### src/rtl/sd_sector_arbiter.sv
// sd_sector_arbiter: round-robin arbiter of CHANNELS sector read/write
// sources onto one sd_rw-style engine. Each grant is handed to the MCU over
// the byte-serial command port for sector translation before the engine starts.
// Optional feature: define SD_TIMEOUT_EN to abort requests left in PENDING
// for TIMEOUT_CYCLES clocks.
module sd_sector_arbiter #(
  parameter int              CHANNELS       = 4,
  parameter int              SECTOR_W       = 32,
  parameter logic [23:0]     TIMEOUT_CYCLES = 24'd5000000
) (
  input  logic                         clk,
  input  logic                         rstn,
  input  logic                         data_strobe,
  input  logic                         data_start,
  input  logic [7:0]                   data_in,
  output logic [7:0]                   data_out,
  output logic                         irq,
  input  logic                         iack,
  input  logic [CHANNELS-1:0]          rstart,
  input  logic [CHANNELS-1:0]          wstart,
  input  logic [CHANNELS*SECTOR_W-1:0] sector,
  input  logic [CHANNELS*8-1:0]        ch_inbyte,
  output logic [CHANNELS-1:0]          ch_busy,
  output logic [CHANNELS-1:0]          ch_done,
  output logic [CHANNELS-1:0]          ch_err,
  output logic [CHANNELS-1:0]          ch_outen,
  output logic                         sd_rstart,
  output logic                         sd_wstart,
  output logic [SECTOR_W-1:0]          sd_sector,
  output logic [7:0]                   sd_inbyte,
  input  logic                         sd_outen,
  input  logic                         sd_rbusy,
  input  logic                         sd_rdone
);

  typedef enum logic [1:0] {IDLE = 2'd0, PENDING = 2'd1, XFER = 2'd2, FINISH = 2'd3} state_t;

  localparam logic [7:0] CMD_STATUS = 8'h01;
  localparam logic [7:0] CMD_GO     = 8'h02;
  localparam logic [7:0] CMD_REJECT = 8'h06;

  state_t                state, state_nx;
  logic [1:0]            st_bits;
  logic [CHANNELS-1:0]   rstart_d, wstart_d, pend_r, pend_w;
  logic [CHANNELS-1:0]   gnt_oh, pick_oh, clr_r, clr_w;
  logic [2:0]            grant, last_grant, pick;
  logic                  dir, pick_dir, found, err_flag, go_done;
  logic [SECTOR_W-1:0]   lat_sector, pick_sector;
  logic [7:0]            cmd;
  logic [2:0]            byte_cnt;
  logic                  cmd_stb, dat_stb, any_pend, eng_busy;
  logic                  grant_fire, go_fire, reject_fire, tmo_fire;
  int                    arb_dist, arb_best;

  assign st_bits     = state;
  assign cmd_stb     = data_strobe & data_start;
  assign dat_stb     = data_strobe & ~data_start;
  assign any_pend    = |(pend_r | pend_w);
  assign eng_busy    = sd_rbusy | sd_rstart | sd_wstart;
  assign grant_fire  = (state == IDLE) && found;
  assign go_fire     = dat_stb && (cmd == CMD_GO) && (byte_cnt == 3'd3) && (state == PENDING);
  assign reject_fire = dat_stb && (cmd == CMD_REJECT) && (byte_cnt == 3'd0) && (state == PENDING);

`ifdef SD_TIMEOUT_EN
  logic [23:0] tmo_cnt;

  // PENDING dwell counter, restarted by every grant
  always_ff @(posedge clk or negedge rstn) begin
    if (!rstn)                  tmo_cnt <= '0;
    else if (grant_fire)        tmo_cnt <= '0;
    else if (state == PENDING)  tmo_cnt <= tmo_cnt + 24'd1;
  end

  assign tmo_fire = (state == PENDING) && (tmo_cnt == TIMEOUT_CYCLES - 24'd1) && !go_fire;
`else
  // No timeout in this build; the parameter is folded into a constant zero.
  assign tmo_fire = &{1'b0, TIMEOUT_CYCLES};
`endif

  // Round-robin pick: smallest rotational distance after the last grant
  always_comb begin
    found       = 1'b0;
    pick        = '0;
    pick_dir    = 1'b0;
    pick_sector = '0;
    pick_oh     = '0;
    arb_best    = CHANNELS;
    arb_dist    = 0;
    for (int k = 0; k < CHANNELS; k++) begin
      arb_dist = k - int'(last_grant) - 1;
      if (arb_dist < 0) arb_dist = arb_dist + CHANNELS;
      if ((pend_r[k] || pend_w[k]) && (arb_dist < arb_best)) begin
        arb_best    = arb_dist;
        found       = 1'b1;
        pick        = 3'(k);
        pick_dir    = ~pend_r[k];
        pick_sector = sector[k*SECTOR_W +: SECTOR_W];
      end
    end
    for (int k = 0; k < CHANNELS; k++) pick_oh[k] = found && (pick == 3'(k));
    clr_r = (grant_fire && !pick_dir) ? pick_oh : '0;
    clr_w = (grant_fire &&  pick_dir) ? pick_oh : '0;
  end

  // State register
  always_ff @(posedge clk or negedge rstn) begin
    if (!rstn) state <= IDLE;
    else       state <= state_nx;
  end

  // Next-state logic
  always_comb begin
    state_nx = state;
    case (state)
      IDLE:    if (found) state_nx = PENDING;
      PENDING: if (go_fire) state_nx = XFER;
               else if (reject_fire || tmo_fire) state_nx = FINISH;
      XFER:    if (sd_rdone) state_nx = FINISH;
      FINISH:  state_nx = IDLE;
      default: state_nx = IDLE;
    endcase
  end

  // Request edge latch; a new edge wins over the grant clearing the same bit
  always_ff @(posedge clk or negedge rstn) begin
    if (!rstn) begin
      rstart_d <= '0;
      wstart_d <= '0;
      pend_r   <= '0;
      pend_w   <= '0;
    end else begin
      rstart_d <= rstart;
      wstart_d <= wstart;
      pend_r   <= (pend_r & ~clr_r) | (rstart & ~rstart_d);
      pend_w   <= (pend_w & ~clr_w) | (wstart & ~wstart_d);
    end
  end

  // Grant context, error flag and MCU interrupt
  always_ff @(posedge clk or negedge rstn) begin
    if (!rstn) begin
      grant      <= '0;
      last_grant <= 3'(CHANNELS - 1);
      dir        <= 1'b0;
      lat_sector <= '0;
      err_flag   <= 1'b0;
      irq        <= 1'b0;
    end else begin
      if (grant_fire) begin
        grant      <= pick;
        last_grant <= pick;
        dir        <= pick_dir;
        lat_sector <= pick_sector;
        err_flag   <= 1'b0;
      end else if (reject_fire || tmo_fire) begin
        err_flag   <= 1'b1;
      end
      if (grant_fire)             irq <= 1'b1;
      else if (tmo_fire || iack)  irq <= 1'b0;
    end
  end

  // MCU byte-serial command decoder and translated-sector load
  always_ff @(posedge clk or negedge rstn) begin
    if (!rstn) begin
      cmd       <= '0;
      byte_cnt  <= '0;
      go_done   <= 1'b0;
      data_out  <= '0;
      sd_sector <= '0;
    end else if (cmd_stb) begin
      cmd      <= data_in;
      byte_cnt <= '0;
      go_done  <= 1'b0;
      data_out <= {st_bits, 3'b000, irq, sd_rbusy, any_pend};
    end else if (dat_stb) begin
      if (byte_cnt != 3'd7) byte_cnt <= byte_cnt + 3'd1;
      case (cmd)
        CMD_STATUS: begin
          case (byte_cnt)
            3'd0:    data_out <= {state == PENDING, dir, 3'b000, grant};
            3'd1:    data_out <= lat_sector[31:24];
            3'd2:    data_out <= lat_sector[23:16];
            3'd3:    data_out <= lat_sector[15:8];
            3'd4:    data_out <= lat_sector[7:0];
            default: data_out <= 8'h00;
          endcase
        end
        CMD_GO: begin
          if (byte_cnt < 3'd4) begin
            if (state == PENDING) begin
              sd_sector <= {sd_sector[SECTOR_W-9:0], data_in};
              data_out  <= {7'd0, eng_busy};
              if (byte_cnt == 3'd3) go_done <= 1'b1;
            end else begin
              data_out  <= 8'hff;
            end
          end else begin
            data_out <= go_done ? {7'd0, eng_busy} : 8'hff;
          end
        end
        default: data_out <= 8'h00;
      endcase
    end
  end

  // Engine start strobes, held until the engine reports done
  always_ff @(posedge clk or negedge rstn) begin
    if (!rstn) begin
      sd_rstart <= 1'b0;
      sd_wstart <= 1'b0;
    end else if (go_fire) begin
      sd_rstart <= ~dir;
      sd_wstart <= dir;
    end else if ((state == XFER) && sd_rdone) begin
      sd_rstart <= 1'b0;
      sd_wstart <= 1'b0;
    end
  end

  // Per-channel status and engine data routing to the granted channel
  always_comb begin
    gnt_oh    = '0;
    sd_inbyte = 8'h00;
    for (int k = 0; k < CHANNELS; k++) begin
      gnt_oh[k] = (grant == 3'(k));
      if ((state != IDLE) && (grant == 3'(k))) sd_inbyte = ch_inbyte[k*8 +: 8];
    end
    ch_busy  = pend_r | pend_w | ((state != IDLE) ? gnt_oh : '0);
    ch_done  = (state == FINISH) ? gnt_oh : '0;
    ch_err   = ((state == FINISH) && err_flag) ? gnt_oh : '0;
    ch_outen = ((state == XFER) && sd_outen && !dir) ? gnt_oh : '0;
  end

endmodule
### config.mk
export PLATFORM = sky130hd
export DESIGN_NAME = sd_sector_arbiter
export DESIGN_NICKNAME = d
export VERILOG_FILES = /design/src/rtl/sd_sector_arbiter.sv
export SDC_FILE = /design/constraint.sdc
export NUM_CORES = 1
export LEC_CHECK = 0
export ABC_CLOCK_PERIOD_IN_PS = 15400
export BUFFER_PORTS_ARGS = -buffer_cell sky130_fd_sc_hd__buf_2
export CORE_MARGIN = 8
export CORE_UTILIZATION = 54
export CTS_CLUSTER_SIZE = 14
export DETAILED_ROUTE_END_ITERATION = 12
export PLACE_DENSITY = 0.94
export SYNTH_ARGS = -nofsm -noshare
export SYNTH_HDL_FRONTEND = slang
export SYNTH_SLANG_ARGS = --single-unit
### constraint.sdc
create_clock -name clk -period 15.4 [get_ports clk]
set_input_delay 4.62 -clock clk [delete_from_list [all_inputs] [get_ports clk]]
set_output_delay 4.62 -clock clk [all_outputs]
set_load 0.05 [all_outputs]
==> flow_summary_export.csv, run 1 <==
group,metric,value,unit
detailed_routing,met1_length,8.158,mm
synthesis,ys_async_sr_fraction,1.000,
synthesis,avgSynthCellArea,9.280,um^2
synthesis,syn_area,6728,um^2
synthesis,ys_seq_area_frac,0.4132,
cells_and_area,antenna_cells,0,
floorplan,start_util,0.5555,
placed_design,port_buffers,250,
detailed_routing,met3_length,1.823,mm
detailed_routing,drt_iter0_drc,559,
synthesis,synth-compound-area-share,0.2018,
synthesis,synth_top_family_by_area,"compound AO/OA/AOI/OAI gates",
floorplan,io_pins,251,
detailed_routing,wl_per_cell,18.26,um
clock_network,clock-sinks,111,
setup_path,startpoint_type,"primary input",
cells_and_area,seqCellArea,2780,um^2
cells_and_area,drive_gt1_frac,0.3604,
cells_and_area,mostFrequentLayoutCell,"buf_2",
detailed_routing,first_pass_iters,6,
grt,grt_max_degree,75,
clock_network,cts_max_level,3,
clock_network,cts_setup_buffers,0,
sta,fmax,98.41,MHz
synthesis,ys_warn_count,0,
grt,grt_pass1_wl,32.38,mm
clock_network,clk_latency,340,ps
setup_path,r2r_start,"last_grant[0]",
hold_path,hp-class,"reg -> reg",
setup_path,worstPathRequired,10780,ps
cells_and_area,multiInputGateArea,3595,um^2
grt,grt-ovfl-total,0,
floorplan,die-width,127.6,um
setup_path,crit_start,"ch_inbyte[29]",
floorplan,die_y,127.6,um
setup_path,worstSetupEndpointType,"output pin",
synthesis,synth_seq_cells,111,
clock_network,hold_buffers,0,
sta,slew_viol_final,0,
floorplan,num_rows,40,
clock_network,cts_root_buffer,"clkbuf_16",
clock_network,cts_buffers,9,
synthesis,synth_edf_count,0,
grt,grt_usage,0.2469,
synthesis,ys.flop_type,"dfrtp_1",
detailed_routing,top_layer,"met4",
cells_and_area,fill_cells,957,
sta,finClkSkew,8.216,ps
synthesis,synth_nets,939,
status,status,"finished clean",
setup_path,critical_path_class,"in -> out",
grt,antenna_found_initial,0,
detailed_routing,route.vias.total,6469,
synthesis,synthAdderAreaFrac,0.05579,
floorplan,design.die.area,16290,um^2
sta,fin_tns_setup,0,ps
hold_path,worstHoldStart,"rstart_d[2]",
cells_and_area,area_growth,23.56,%
sta,maxSlewHeadroom,0.4045,
detailed_routing,ant_nets,0,
sta,period_needed,10160,ps
synthesis,synth_cell_types,66,
detailed_routing,wl,20.39,mm
cells_and_area,finalNetCount,1158,
synthesis,muxShareOfSynthArea,0.1101,
setup_path,reg2reg_depth,28,
grt,grt_pass1_vias,6557,
sta,fin_crit_sh,0.6598,
setup_path,r2r_setup_slack,7340,ps
clock_network,cts_tree,"done",
clock_network,cts.clk_slew.worst_paths,80,ps
setup_path,worstReg2RegEnd,"lat_sector[10]",
cells_and_area,final_cell_mix,"249 x buf_2, 118 x nand2_1, 109 x dfrtp_1, 59 x nor2_1, 49 x o21ai_0",
clock_network,ctsResizeCount,0,
placed_design,gp_congestion,0.9130,
detailed_routing,viasPerCell,5.791,
synthesis,synthCells,725,
floorplan,core_area,12110,um^2
job,maxCapViolCount,0,
setup_path,crit_arrival,5540,ps
synthesis,yosys.area_share.xor_xnor,0.001302,
sta,rsz0062_at_grt,"false",
setup_path,endpoint,"sd_inbyte[5]",
detailed_routing,wl_met2,9.944,mm
synthesis,synth-simple-area-share,0.1607,
sta,setup_viol,0,
placed_design,dp_hpwl,15.98,mm
sta,hold_viol,0,
clock_network,clockBufferDepth,2,
setup_path,crit_path_max_fanout,1,
detailed_routing,route.detailed.drc,0,
sta,worstMarginPinSlew,893.3,ps
## critical path: stages
cell and delay (ps):
buf_2 90, mux4_2 450, and2_1 170, buf_2 210
## through the flow
stage	setup WS (ps)	std cells	hold slack [ps]	instance area (um^2)	utilization
4_1_cts	5237	1117	423.2	8313	0.6864
2_1_floorplan	4980	725	391.9	6728	-
3_3_place_gp	5252	1101	396.1	8008	0.6612
3_5_place_dp	5238	1101	409.9	8008	0.6612
6_report	5239	1117	427.1	8313	0.6864
5_1_grt	5198	1117	455.7	8313	0.6864
## synth_stat cells, types with 3 or more instances
cell type	instances	share of area
o21ai_0	49	0.036
clkbuf_1	37	0.021
inv_1	31	0.017
a222oi_1	4	0.0060
buf_12	3	0.0089
o22ai_1	7	0.0065
nor3_1	10	0.0074
and2_1	11	0.010
o21a_1	3	0.0033
a21oi_1	21	0.016
a221o_1	4	0.0060
nand2b_1	6	0.0056
a21o_1	3	0.0033
nor2b_1	6	0.0056
mux4_2	8	0.027
mux2_2	47	0.079
a31oi_1	33	0.031
a22o_1	10	0.013
a211oi_1	3	0.0033
nand2_1	119	0.066
nor4_1	4	0.0037
nand4_1	3	0.0028
nand3b_1	4	0.0045
nor2_1	59	0.033
o31a_1	3	0.0039
nand3_1	9	0.0067
a22oi_1	35	0.039
ha_1	30	0.056
o21ai_1	4	0.0030
dfrtp_1	109	0.41
## kinds of logic after synthesis
group                      Yosys count
AOI/OAI and AO/OA                  201
xor gates and xnor gates             1
adders and majority gates           30
buffers and inverters               80
DFF                                111
muxes                               58
other                                1
and+or+nand+nor                    243
## per-layer routing
layer / vias to the layer above / track usage
met2: 313 / 0.4307
met3: 47 / 0.06281
li1: 3050 / -
met5: - / 0
met1: 3059 / 0.2911
met4: 0 / 0.07972
## flip-flops by register name (all words and copies together), names as in the netlist
name / count
pend_r: 4
dir: 1
irq: 1
rstart_d: 4
grant: 2
pend_w: 4
go_done: 1
err_flag: 1
sd_rstart: 1
byte_cnt: 3
lat_sector: 32
cmd: 8
sd_wstart: 1
st_bits: 2
last_grant: 2
data_out: 8
sd_sector: 32
wstart_d: 4
## layout make-up
type,instances,area share
Inverter,31,0.01400
Clock buffer,10,0.02754
Timing Repair Buffer,257,0.1571
Sequential cell,111,0.3344
Clock inverter,6,0.009181
Multi-Input combinational cell,534,0.4324
Tap cell,168,0.02529
## how the worst min path moves through the flow
stage | end | slack (ps) | depth (start not counted)
after detailed placement | pend_r[2] | 410 | 1
after global routing | pend_w[2] | 460 | 1
after CTS | pend_r[2] | 420 | 1
final | pend_r[2] | 430 | 1
after floorplan | pend_r[2] | 390 | 1
after global placement | pend_r[2] | 400 | 1
Power of run 1 is left out: the tool's default activity adds up to more than one toggle a clock period on the data nets, which glitch-free logic cannot reach.
==> inputs of run 2 (changes only) <==
ABC_AREA = 1   (was default)
ABC_CLOCK_PERIOD_IN_PS = 8900   (was 15400)
CORE_UTILIZATION = 46   (was 54)
PLACE_DENSITY = 0.85   (was 0.94)
clock period = 8.9 ns   (was 15.4 ns; I/O delays follow)
==> flow_summary_export.csv, run 2 <==
group,metric,value,unit
sta,maxSlewHeadroom,0.4161,
setup_path,critical_path_class,"reg -> reg",
synthesis,synth.area.top_cells,"dfrtp_1 39%, nand2_1 10%, inv_1 9.8%, o21ai_0 9.2%, ha_1 5.4%",
setup_path,worstPathRequired,9180,ps
detailed_routing,wl_per_cell,15.46,um
cells_and_area,antenna_cells,0,
clock_network,ctsResizeCount,0,
detailed_routing,first_pass_iters,5,
grt,antenna_found_initial,0,
grt,grt_pass1_vias,7127,
sta,period_needed,7790,ps
floorplan,die_y,138.9,um
detailed_routing,wl,21.21,mm
setup_path,slowest_stage,"a21oi_4",
clock_network,cts_max_level,3,
setup_path,worstReg2RegEnd,"lat_sector[14]",
setup_path,cpMostUsedCell,"nand2_1",
setup_path,crit_start,"last_grant[0]",
cells_and_area,fill_cells,1406,
synthesis,synthCells,954,
synthesis,synth_edf_count,0,
clock_network,cts_root_buffer,"clkbuf_16",
setup_path,crit_path_max_fanout,70,
synthesis,avgSynthCellArea,7.279,um^2
sta,fin_tns_setup,0,ps
floorplan,design.die.area,19280,um^2
clock_network,cts.clk_slew.worst_paths,70,ps
sta,whs,427.2,ps
grt,grt_usage,0.2180,
synthesis,ys_warn_count,0,
synthesis,synth_seq_cells,111,
cells_and_area,post-route-util,0.5735,
sta,worstMarginPinSlew,873.9,ps
grt,grt_max_degree,71,
setup_path,crit_arrival,8070,ps
sta,finClkSkew,7.647,ps
cells_and_area,mostFrequentLayoutCell,"buf_2",
setup_path,r2r_setup_slack,1110,ps
synthesis,ys_seq_area_frac,0.4004,
synthesis,synth_cell_types,43,
clock_network,hold_buffers,0,
grt,grt-ovfl-total,0,
hold_path,hp-class,"reg -> reg",
clock_network,cts_tree,"done",
cells_and_area,finalNetCount,1393,
floorplan,start_util,0.4637,
clock_network,cts_buffers,9,
synthesis,synth_top_area_frac,0.3928,
cells_and_area,reg_top3,"lat_sector x32, sd_sector x32",
cells_and_area,area_growth,23.69,%
sta,setup_viol,0,
synthesis,ys.flop_type,"dfrtp_1",
setup_path,startpoint_type,"flip-flop",
setup_path,worstSetupEndpointType,"flip-flop",
placed_design,dp_hpwl,16.75,mm
synthesis,synth.most_common_cell,"nand2_1",
sta,slew_viol_final,0,
sta,fin_crit_sh,0.8753,
clock_network,clk_latency,350,ps
status,status,"finished clean",
job,maxCapViolCount,0,
detailed_routing,route.vias.total,7109,
sta,fmax,128.4,MHz
floorplan,num_rows,45,
synthesis,synth_top_area_cell,"dfrtp_1",
synthesis,syn_area,6944,um^2
sta,rsz0062_at_grt,"false",
floorplan,die-width,138.9,um
clock_network,clock-sinks,111,
synthesis,synth_nets,1168,
sta,hold_viol,0,
floorplan,io_pins,251,
clock_network,cts_setup_buffers,0,
synthesis,netlist_top_cells_count,"190 x nand2_1, 181 x inv_1, 128 x o21ai_0",
synthesis,ys_async_sr_fraction,1.000,
clock_network,clockBufferDepth,2,
placed_design,gp_congestion,0.9117,
cells_and_area,final_cell_mix,"249 x buf_2, 190 x nand2_1, 181 x inv_1, 128 x o21ai_0, 109 x dfrtp_1",
setup_path,endpoint,"lat_sector[14]",
setup_path,max_stage_delay,890,ps
detailed_routing,ant_nets,0,
detailed_routing,drt_iter0_drc,623,
placed_design,place_ws,1173,ps
sta,fin_ws,1110,ps
grt,grt_pass1_wl,34.44,mm
detailed_routing,route.detailed.drc,0,
floorplan,core_area,14980,um^2
setup_path,reg2reg_depth,35,
setup_path,r2r_start,"last_grant[0]",
detailed_routing,viasPerCell,5.181,
placed_design,port_buffers,250,
cells_and_area,drive_gt1_frac,0.2601,
-- run 2: through the flow --
step                cell area [um^2]  std cells
CTS                             8589       1372
global placement                8293       1356
finish                          8589       1372
floorplan                       6944        954
detailed placement              8293       1356
global route                    8589       1372
-- run 2: kinds of logic (layout without fill, tap and decap cells) --
| family | after synthesis | after routing | share of synthesized area |
|---|---|---|---|
| AOI/OAI and AO/OA | 231 | 231 | 0.1820 |
| adders and majority gates | 30 | 30 | 0.05405 |
| buffers and inverters | 225 | 455 | 0.1250 |
| DFF | 111 | 111 | 0.4004 |
| muxes | 24 | 24 | 0.03892 |
| other | 1 | 1 | 0.0005400 |
| and+or+nand+nor | 332 | 332 | 0.1991 |
-- run 2: layout make-up --
cell class / count / area, um^2 / area share
Timing Repair Buffer: 255 / 1291 / 0.1503
Inverter: 184 / 690.7 / 0.08041
Clock inverter: 6 / 67.56 / 0.007866
Tap cell: 188 / 235.2 / 0.02739
Clock buffer: 10 / 229.0 / 0.02666
Multi-Input combinational cell: 618 / 3296 / 0.3837
Sequential cell: 111 / 2780 / 0.3237
-- run 2: per-layer routing --
| metal | wire [um] | track usage | vias up |
|---|---|---|---|
| met2 | 9754 | 0.3550 | 328 |
| met1 | 9060 | 0.2746 | 3228 |
| met4 | 505 | 0.07857 | 0 |
| met5 | 0 | 0 | - |
| met3 | 1888 | 0.05611 | 39 |
| li1 | - | - | 3514 |
-- run 2: worst min path at each step --
stage                startpoint        end  slack, ps  cells after the start
floorplan           rstart_d[3]  pend_r[3]        400                      1
global placement    rstart_d[3]  pend_r[3]        420                      1
detailed placement  wstart_d[3]  pend_w[3]        420                      1
CTS                 wstart_d[3]  pend_w[3]        440                      1
global route        wstart_d[3]  pend_w[3]        450                      1
finish              wstart_d[3]  pend_w[3]        430                      1
-- run 2: critical path, delay by kind of cell, from the launching register on --
kind,cells,cell delay [ps]
flops,1,580
compound gates,4,1320
buf+inv,7,1710
fa+ha+maj,5,1360
simple gates,19,2650
Power of run 2 is left out for the same reason.
